## src/rtl/multimode_counter_pkg.sv

```systemverilog
// Shared constants for the multimode counter.
//   MODE_* : encodings of the 2-bit mode input.
//   DIR_*  : encodings of the direction bit.
package multimode_counter_pkg;

  localparam logic [1:0] MODE_UP     = 2'd0;
  localparam logic [1:0] MODE_DOWN   = 2'd1;
  localparam logic [1:0] MODE_UPDOWN = 2'd2;
  localparam logic [1:0] MODE_TRI    = 2'd3;

  localparam logic DIR_UP   = 1'b1;
  localparam logic DIR_DOWN = 1'b0;

endpackage

```

## src/rtl/multimode_counter_if.sv

```systemverilog
// Control/status bundle of the multimode counter.
//   master : drives en/clr/load/load_val/max_val/mode/dir_in, observes count/dir/tc.
//   slave  : the counter side.
interface multimode_counter_if #(
  parameter int unsigned WIDTH = 3
);
  logic             en;
  logic             clr;
  logic             load;
  logic [WIDTH-1:0] load_val;
  logic [WIDTH-1:0] max_val;
  logic [1:0]       mode;
  logic             dir_in;
  logic [WIDTH-1:0] count;
  logic             dir;
  logic             tc;

  modport master (
    output en, clr, load, load_val, max_val, mode, dir_in,
    input  count, dir, tc
  );

  modport slave (
    input  en, clr, load, load_val, max_val, mode, dir_in,
    output count, dir, tc
  );
endinterface

```

## src/rtl/counter_next_state.sv

```systemverilog
// Combinational step function of the multimode counter.
//   count_i/dir_i    : current registered state.
//   mode_i, dir_in_i : mode and UPDOWN direction request.
//   max_val_i        : inclusive upper bound.
//   count_o/dir_o/tc_o : state after one enabled step.
module counter_next_state
  import multimode_counter_pkg::*;
#(
  parameter int unsigned WIDTH = 3
) (
  input  logic [WIDTH-1:0] count_i,
  input  logic             dir_i,
  input  logic [1:0]       mode_i,
  input  logic             dir_in_i,
  input  logic [WIDTH-1:0] max_val_i,
  output logic [WIDTH-1:0] count_o,
  output logic             dir_o,
  output logic             tc_o
);

  logic [WIDTH-1:0] up_count, down_count;
  logic             up_tc, down_tc;

  // Up step: wrap to zero once the bound is reached or exceeded.
  always_comb begin
    up_count = count_i + WIDTH'(1);
    up_tc    = 1'b0;
    if (count_i >= max_val_i) begin
      up_count = '0;
      up_tc    = 1'b1;
    end
  end

  // Down step: an out-of-range count (bound lowered live) clamps silently.
  always_comb begin
    down_count = count_i - WIDTH'(1);
    down_tc    = 1'b0;
    if (count_i > max_val_i) begin
      down_count = max_val_i;
    end else if (count_i == '0) begin
      down_count = max_val_i;
      down_tc    = 1'b1;
    end
  end

  always_comb begin
    count_o = count_i;
    dir_o   = dir_i;
    tc_o    = 1'b0;
    if (max_val_i == '0) begin
      count_o = '0;
      tc_o    = 1'b1;
    end else begin
      unique case (mode_i)
        MODE_UP: begin
          dir_o   = DIR_UP;
          count_o = up_count;
          tc_o    = up_tc;
        end
        MODE_DOWN: begin
          dir_o   = DIR_DOWN;
          count_o = down_count;
          tc_o    = down_tc;
        end
        MODE_UPDOWN: begin
          dir_o   = dir_in_i;
          count_o = (dir_in_i == DIR_UP) ? up_count : down_count;
          tc_o    = (dir_in_i == DIR_UP) ? up_tc : down_tc;
        end
        MODE_TRI: begin
          if (dir_i == DIR_UP) begin
            if (count_i >= max_val_i) begin
              count_o = max_val_i - WIDTH'(1);
              dir_o   = DIR_DOWN;
              tc_o    = 1'b1;
            end else begin
              count_o = count_i + WIDTH'(1);
            end
          end else if (count_i == '0) begin
            count_o = WIDTH'(1);
            dir_o   = DIR_UP;
            tc_o    = 1'b1;
          end else begin
            // Same clamp as DOWN when the bound was lowered under the count.
            count_o = (count_i > max_val_i) ? max_val_i : count_i - WIDTH'(1);
          end
        end
        default: ;
      endcase
    end
  end

endmodule

```

## src/rtl/multimode_counter.sv

```systemverilog
// Parametrised up/down/updown/triangle counter with clear, load, enable
// and a registered terminal-count pulse.
//   clk : rising-edge clock.   rst : asynchronous active-high reset.
//   bus : slave side of multimode_counter_if (controls in, count/dir/tc out).
module multimode_counter
  import multimode_counter_pkg::*;
#(
  parameter int unsigned WIDTH = 3
) (
  input logic                 clk,
  input logic                 rst,
  multimode_counter_if.slave  bus
);

  logic [WIDTH-1:0] count_q, count_d, step_count, load_count;
  logic             dir_q, dir_d, step_dir;
  logic             tc_q, tc_d, step_tc;

  counter_next_state #(
    .WIDTH (WIDTH)
  ) u_next (
    .count_i   (count_q),
    .dir_i     (dir_q),
    .mode_i    (bus.mode),
    .dir_in_i  (bus.dir_in),
    .max_val_i (bus.max_val),
    .count_o   (step_count),
    .dir_o     (step_dir),
    .tc_o      (step_tc)
  );

  assign load_count = (bus.load_val > bus.max_val) ? bus.max_val : bus.load_val;

  // Priority: clr > load > en; tc is rewritten every edge.
  always_comb begin
    count_d = count_q;
    dir_d   = dir_q;
    tc_d    = 1'b0;
    if (bus.clr) begin
      count_d = '0;
      dir_d   = DIR_UP;
    end else if (bus.load) begin
      count_d = load_count;
      // A triangle loaded at an end point must turn around on the next step.
      if (bus.mode == MODE_TRI) begin
        if (load_count == bus.max_val) begin
          dir_d = DIR_DOWN;
        end else if (load_count == '0) begin
          dir_d = DIR_UP;
        end
      end
    end else if (bus.en) begin
      count_d = step_count;
      dir_d   = step_dir;
      tc_d    = step_tc;
    end
  end

  always_ff @(posedge clk or posedge rst) begin
    if (rst) begin
      count_q <= '0;
      dir_q   <= DIR_UP;
      tc_q    <= 1'b0;
    end else begin
      count_q <= count_d;
      dir_q   <= dir_d;
      tc_q    <= tc_d;
    end
  end

  assign bus.count = count_q;
  assign bus.dir   = dir_q;
  assign bus.tc    = tc_q;

endmodule

```

## src/flat_wrapper.sv

```systemverilog
// flat-port wrapper written by rule: the top's interface ports become plain ports
module multimode_counter_flat import multimode_counter_pkg::*;
#(
  parameter int unsigned WIDTH = 3
)
  (clk, rst, bus_en, bus_clr, bus_load, bus_load_val, bus_max_val, bus_mode, bus_dir_in, bus_count, bus_dir, bus_tc);
  multimode_counter_if #(.WIDTH(WIDTH)) bus_i ();
  input logic clk;
  input logic rst;
  input wire logic [$bits(bus_i.en)-1:0] bus_en;
  input wire logic [$bits(bus_i.clr)-1:0] bus_clr;
  input wire logic [$bits(bus_i.load)-1:0] bus_load;
  input wire logic [$bits(bus_i.load_val)-1:0] bus_load_val;
  input wire logic [$bits(bus_i.max_val)-1:0] bus_max_val;
  input wire logic [$bits(bus_i.mode)-1:0] bus_mode;
  input wire logic [$bits(bus_i.dir_in)-1:0] bus_dir_in;
  output wire logic [$bits(bus_i.count)-1:0] bus_count;
  output wire logic [$bits(bus_i.dir)-1:0] bus_dir;
  output wire logic [$bits(bus_i.tc)-1:0] bus_tc;
  assign bus_i.en = bus_en;
  assign bus_i.clr = bus_clr;
  assign bus_i.load = bus_load;
  assign bus_i.load_val = bus_load_val;
  assign bus_i.max_val = bus_max_val;
  assign bus_i.mode = bus_mode;
  assign bus_i.dir_in = bus_dir_in;
  assign bus_count = bus_i.count;
  assign bus_dir = bus_i.dir;
  assign bus_tc = bus_i.tc;
  multimode_counter #(.WIDTH(WIDTH)) u_core (.clk(clk), .rst(rst), .bus(bus_i));
endmodule
```

## config.mk

```make
export PLATFORM = sky130hd
export DESIGN_NAME = multimode_counter_flat
export DESIGN_NICKNAME = d
export VERILOG_FILES = /design/src/rtl/multimode_counter_pkg.sv /design/src/rtl/multimode_counter_if.sv /design/src/rtl/counter_next_state.sv /design/src/rtl/multimode_counter.sv /design/src/flat_wrapper.sv
export SDC_FILE = /design/constraint.sdc
export NUM_CORES = 1
export LEC_CHECK = 0
export ABC_CLOCK_PERIOD_IN_PS = 3160
export BUFFER_PORTS_ARGS = -buffer_cell sky130_fd_sc_hd__buf_4
export CAP_MARGIN = 25
export CORE_ASPECT_RATIO = 1.2
export CORE_MARGIN = 2
export CORE_UTILIZATION = 54
export DETAILED_ROUTE_END_ITERATION = 6
export PLACE_DENSITY_LB_ADDON = 0.15
export RECOVER_POWER = 50
export SLEW_MARGIN = 20
export SYNTH_ARGS = -nofsm -noshare
export SYNTH_HDL_FRONTEND = slang
export SYNTH_HIERARCHICAL = 1
export SYNTH_SLANG_ARGS = --single-unit
```

## constraint.sdc

```tcl
create_clock -name clk -period 3.16 [get_ports clk]
set_clock_uncertainty 0.2 [all_clocks]
set_input_delay 0.158 -clock clk [delete_from_list [all_inputs] [get_ports clk]]
set_output_delay 0.158 -clock clk [all_outputs]
set_load 0.02 [all_outputs]
```

; After elaboration in Yosys (flattened, before gate mapping)
; Index checks and enable logic that the tools add are counted.
[totals]
in_bits = 14
out_inout_bits = 5
reg_bits = 5
[op_classes]
muxes = 34
addsub = 3
n_reduce_logical = 6
eq_ne = 7
order_cmp = 3
[ops]
columns = cell, n
row1 = 2-to-1 mux 3 bit, 13
row2 = 2-to-1 mux 1 bit, 18
row3 = case mux 3 bit (4 select lines), 1
row4 = logical NOT 3 bit, 3
row5 = case mux 1 bit (4 select lines), 2
row6 = > comparator 3 bit, 2
row7 = "subtractor 3 x 1 -> 3 bit, second input constant", 2
row8 = "== test 2 bit, second input constant", 2
row9 = "inequality test 4 x 2 -> 1 bit, second input constant", 1
row10 = AND reduction 4 bit, 1
row11 = "adder 3 x 1 -> 3 bit, second input constant", 1
row12 = == test 3 bit, 1
row13 = >= comparator 3 bit, 1
row14 = "inequality test 3 x 2 -> 1 bit, second input constant", 1
row15 = "inequality test 3 bit, second input constant", 1
row16 = nonzero test 3 bit, 1
row17 = "== test 2 x 1 -> 1 bit, second input constant", 1
row18 = logical NOT 2 bit, 1

; Longest topological paths before layout
[depth]
word_depth = 9
mapped_depth = 11
ltp_nobuf = 10

; Cells and area by module
; The synthesis kept the hierarchy.
[modules_own_cells]
columns = mod, n_inst, area_each_um2, cells_each
row1 = counter_next_state, 1, 464.2, 62
row2 = multimode_counter, 1, 447.9, 49

; Worst setup path after synthesis
; Ideal clock, no wire load.
[synth_timing]
kind = register to register
start = reg u_core.count_q[2] (netlist: u_core/bus.count[2])
end = reg u_core.count_q[1] (netlist: u_core/bus.count[1])
arrival_time_ns = 2.129
setup_slack_ns = 0.694
path_buffers = 0
stages_incl_launch_ff = 10
t_required_ns = 2.823
period_less_slack_ns = 2.466
setup_time_ns = 0.137
path_cell_list = dfrtp_1 ha_1 a21o_1 o21a_2 o21a_1 o21ai_1 a21oi_2 mux2_2 o21bai_1 a311oi_2
[synth_between]
elab_chain_len = 9
[synth_lines]
columns = element, line
row1 = start: declaration, multimode_counter.sv:15  ; logic [WIDTH-1:0] count_q, count_d, step_count, load_count;
row2 = start signal: assignment, multimode_counter.sv:65  ; count_q <= count_d;
row3 = > comparator 3 bit or logical NOT 3 bit (tied branches), -
row4 = 2-to-1 mux 3 bit (on tied branches), "counter_next_state.sv:85, counter_next_state.sv:40"
row5 = 2-to-1 mux 3 bit (on tied branches), "counter_next_state.sv:79, counter_next_state.sv:38"
row6 = 2-to-1 mux 3 bit (on tied branches), "counter_next_state.sv:71, counter_next_state.sv:67"
row7 = case mux 3 bit (4 select lines) *, counter_next_state.sv:54  ; unique case (mode_i)
row8 = 2-to-1 mux 3 bit *, counter_next_state.sv:50  ; if (max_val_i == '0) begin
row9 = via u_core.step_count[1], multimode_counter.sv:15
row10 = 2-to-1 mux 3 bit *, multimode_counter.sv:52  ; end else if (bus.en) begin
row11 = 2-to-1 mux 3 bit *, multimode_counter.sv:42  ; end else if (bus.load) begin
row12 = 2-to-1 mux 3 bit *, multimode_counter.sv:39  ; if (bus.clr) begin
; Mark *: on every way through the listed nets, which the timed path passes. The rest lies on a longest branch. The select of a mux whose other input is x is not followed.
; A chain may end at the register's enable or synchronous reset.

; Worst setup path in the final report
[layout_timing]
start = reg u_core.count_q[0] (netlist: u_core/bus.count[0])
end = reg u_core.tc_q (netlist: u_core/bus.tc)
[layout_between]
elab_chain_len = 9
[layout_lines]
columns = element, line
row1 = branches (longest 4 deep; another with >= comparator 3 bit), -
row2 = case mux 1 bit (4 select lines) *, counter_next_state.sv:54
row3 = 2-to-1 mux 1 bit *, counter_next_state.sv:50
row4 = via u_core.step_tc, multimode_counter.sv:17  ; logic tc_q, tc_d, step_tc;
row5 = 2-to-1 mux 1 bit *, multimode_counter.sv:52
row6 = 2-to-1 mux 1 bit *, multimode_counter.sv:42
row7 = 2-to-1 mux 1 bit *, multimode_counter.sv:39
row8 = via u_core.tc_d, multimode_counter.sv:17
row9 = end signal: assignment, multimode_counter.sv:67  ; tc_q <= tc_d;
row10 = end: declaration, multimode_counter.sv:17
; Mark *: on every way through the listed nets, which the timed path passes.

==> key figures <==
GRT
  • First-pass GRT wire length: 3920 um
  • Gr busiest metal: met2
  • Total Routing Usage GR: 24.9%
  • Grt met1 use: 28.9%
  • GRT overflow: 0
  • M3 GR Usage: 4.44%
  • Initial antenna violation count: 0
  • Number of global-route vias before repair: 876
  • Largest net degree at the start of global routing: 13
  • Routing usage on met2: 45.3%

Final layout
  • # fillers: 140
  • Final non-filler cell total: 152
  • Fin nets: 160
  • Layout area overhead: 21.3%
  • Ant. Diodes: 0
  • Share of cells above drive strength 1: 26.1%
  • Design Area, Final: 0.00111 sq mm

Timing
  • Tmin final: 2.68 ns
  • Hold Fails Final Rpt: 0
  • Max Slew Vio Count: 0
  • Final period util: 84.8%
  • Setup tns final: 0 ns
  • Rel. slew slack: 60.5%
  • Final setup fails: 0
  • FMAX: 373 MHz
  • Final Hold Slack: 0.0259 ns
  • RSZ-0062 raised after global routing: false
  • Actual slew at the worst max-slew pin: 0.592 ns

Worst setup path
  • Top cell by count, worst path: o211ai_1
  • Reg2Reg Setup Slack: 0.48 ns
  • CP endpoint kind: register
  • CP max FO: 8
  • Crit path from: u_core/bus.count[0]$_DFFE_PP0P_
  • Cells along the critical path: inv_1, ha_1, nor2b_1, o211ai_1, o211ai_1, nand2_1, nor3_1, dlygate4sd3_1
  • CP peak stage delay: 0.58 ns
  • WP data arrival: 2.66 ns
  • Worst path bufs/invs: 2
  • Worst EP required: 3.14 ns
  • R2R depth: 8
  • CP max-delay cell: dlygate4sd3_1
  • Crit path kind: register to register
  • R2r endpoint: u_core/bus.tc$_DFF_PP0_
  • CP Launch Type: register
  • Crit Reg-Reg Startpoint: u_core/bus.count[0]$_DFFE_PP0P_
  • Cell family contributing the most delay on the critical path: buffers and inverters

Synthesis
  • Post-synth top flop: dfrtp_1
  • Synth cell types: 40
  • Post-synthesis mux area share: 5.90%
  • Post-synthesis net count: 136
  • Post-synthesis sequential area ratio: 13.9%
  • Yosys Warn Count: 6
  • Synth Register Bits: 5
  • Mapped Cells: 111
  • Xor and xnor area share after synthesis: 5.76%
  • Post-Synth Adder-Cell Area: 15.1%
  • EDFF count, synth: 0
  • Syn_area_per_cell: 8.22 sq um
  • Largest family of logic cells by synthesized area: compound AO/OA/AOI/OAI gates
  • Post-synthesis compound-gate area fraction: 35.1%
  • Asr flop ratio synth: 100%
  • Simple-gate area share of the yosys netlist: 17.6%
  • Post-Syn Area: 912 sq um

Job
  • Max-cap check violation count: 0

Pwr
  • Pwr/cell area: 337 mW/mm^2
  • Max IR drop VDD: 0.315 mV
  • Pleak: 0.549 nW
  • PnR Total Power: 0.000372 W

Drt
  • Avg WL per Cell: 15.1 um
  • Antenna-violating nets left: 0
  • Vias per std cell: 6.09
  • Final wirelength: 2300 um
  • DR vias: 925
  • DRT Pass-1 Iters: 4
  • Remaining DRCs: 0
  • Initial DRC count: 30

Die
  • Initial core utilization: 57.0%
  • Num rows: 16
  • Die ar.: 0.00204 sq mm
  • Core Area: 0.00160 sq mm
  • Die height: 49.0 um
  • Die Wd: 41.5 um
  • Top Ports: 19

Min path
  • Hold crit path type: input port to register
  • Hold EP: u_core/bus.count[0]$_DFFE_PP0P_
  • Hold path depth: 2
  • Hold path start: bus_load

Clock tree
  • # clock sinks: 5
  • Reg clk slew, reported paths: 0.04 ns
  • Root Driver: clkbuf_4
  • TritonCTS clock tree: built
  • Clk_lat worst skew: 0.25 ns
  • Resized Gates After CTS: 0
  • CTS buffer count: 3
  • Clock Path Buffers: 2
  • H-tree levels: 1

Placement
  • Cell Area, Placed: 0.00106 sq mm
  • Final GP Congestion: 0.804
  • Input/output buffers: 18
  • DP Cell Count: 145
  • Dpl hpwl: 1820 um

Status
  • Status: completed
==> cells in the final DEF (no fill, tap or decap), types with 3 or more instances in the layout <==
| master | n |
|---|---|
| buf_4 | 15 |
| inv_1 | 13 |
| ha_1 | 11 |
| a21oi_1 | 9 |
| nor3_1 | 7 |
| xor2_1 | 5 |
| nand2_1 | 5 |
| clkbuf_4 | 4 |
| o21bai_1 | 4 |
| nand2b_1 | 4 |
| dfrtp_1 | 4 |
| clkbuf_1 | 3 |
| dlygate4sd3_1 | 3 |
| mux2_2 | 3 |
| a311oi_2 | 3 |
| o21ai_1 | 3 |
| o21ai_0 | 3 |
| o211ai_1 | 3 |
==> per-layer routing <==
metal  wire length (um)  share of wire, %
met1                904                39
met2               1260                55
met3                 79               3.4
met4                 49               2.1
met5                  0                 0
==> sequential cells by signal, indices dropped and copies added (netlist names) <==
signal	cells
u_core/bus.count	3
u_core/bus.dir	1
u_core/bus.tc	1
==> report_power, final <==
group	switching (W)	leakage [nW]	internal [W]
Sequential	0.00000953	0.0630	0.0000717
Combinational	0.000116	0.471	0.0000977
Clock	0.0000297	0.0150	0.0000480
==> cell families (layout without fill, tap and decap cells) <==
kind of cell    after synthesis  count (layout)
simple gates                 28              28
compound gates               41              41
buf+inv                      15              38
mux                           5               5
flops                         5               5
xor+xnor                      6               6
fa+ha+maj                    11              11
==> worst max path at each step <==
stage	end	slack [ns]	depth (start not counted)
4_1_cts	u_core/bus.tc$_DFF_PP0_	0.54	8
5_1_grt	u_core/bus.tc$_DFF_PP0_	0.27	8
6_report	u_core/bus.tc$_DFF_PP0_	0.48	8
3_3_place_gp	u_core/bus.count[0]$_DFFE_PP0P_	0.65	10
2_1_floorplan	u_core/bus.count[1]$_DFFE_PP0P_	0.69	9
3_5_place_dp	u_core/bus.count[2]$_DFFE_PP0P_	0.57	9
==> final cells by class <==
class	count	area (sq um)	area share, %
Clock buffer	4	26.3	2.38
Multi-Input combinational cell	91	724	65.5
Timing Repair Buffer	21	158	14.3
Sequential cell	5	126	11.4
Tap cell	18	22.5	2.04
Inverter	13	48.8	4.41
==> metrics by stage <==
step / utilization [%] / setup slack, ns
finish: 69.1 / 0.479
global placement: 66.0 / 0.650
CTS: 69.5 / 0.545
detailed placement: 66.0 / 0.575
floorplan: - / 0.694
global route: 69.1 / 0.275
==> synth_stat cells (3+ instances only) <==
cell type / n / share of area, %
o21ai_0: 3 / 1.6
dfrtp_1: 4 / 11
nor3_1: 7 / 3.8
inv_1: 13 / 5.4
o21ai_1: 3 / 1.6
nand2b_1: 4 / 2.7
o211ai_1: 3 / 2.5
mux2_2: 3 / 3.7
nand2_1: 5 / 2.1
o21bai_1: 4 / 3.3
xor2_1: 5 / 4.8
a21oi_1: 9 / 4.9
ha_1: 11 / 15
a311oi_2: 3 / 4.9
==> timing repair <==
action	4_1_cts	5_1_grt
hold buffers	3	0
buffers inserted	0	0
hold endpoints to repair	6	0
setup endpoints to repair	0	0
No activity file was read; power rests on OpenSTA's default activity.
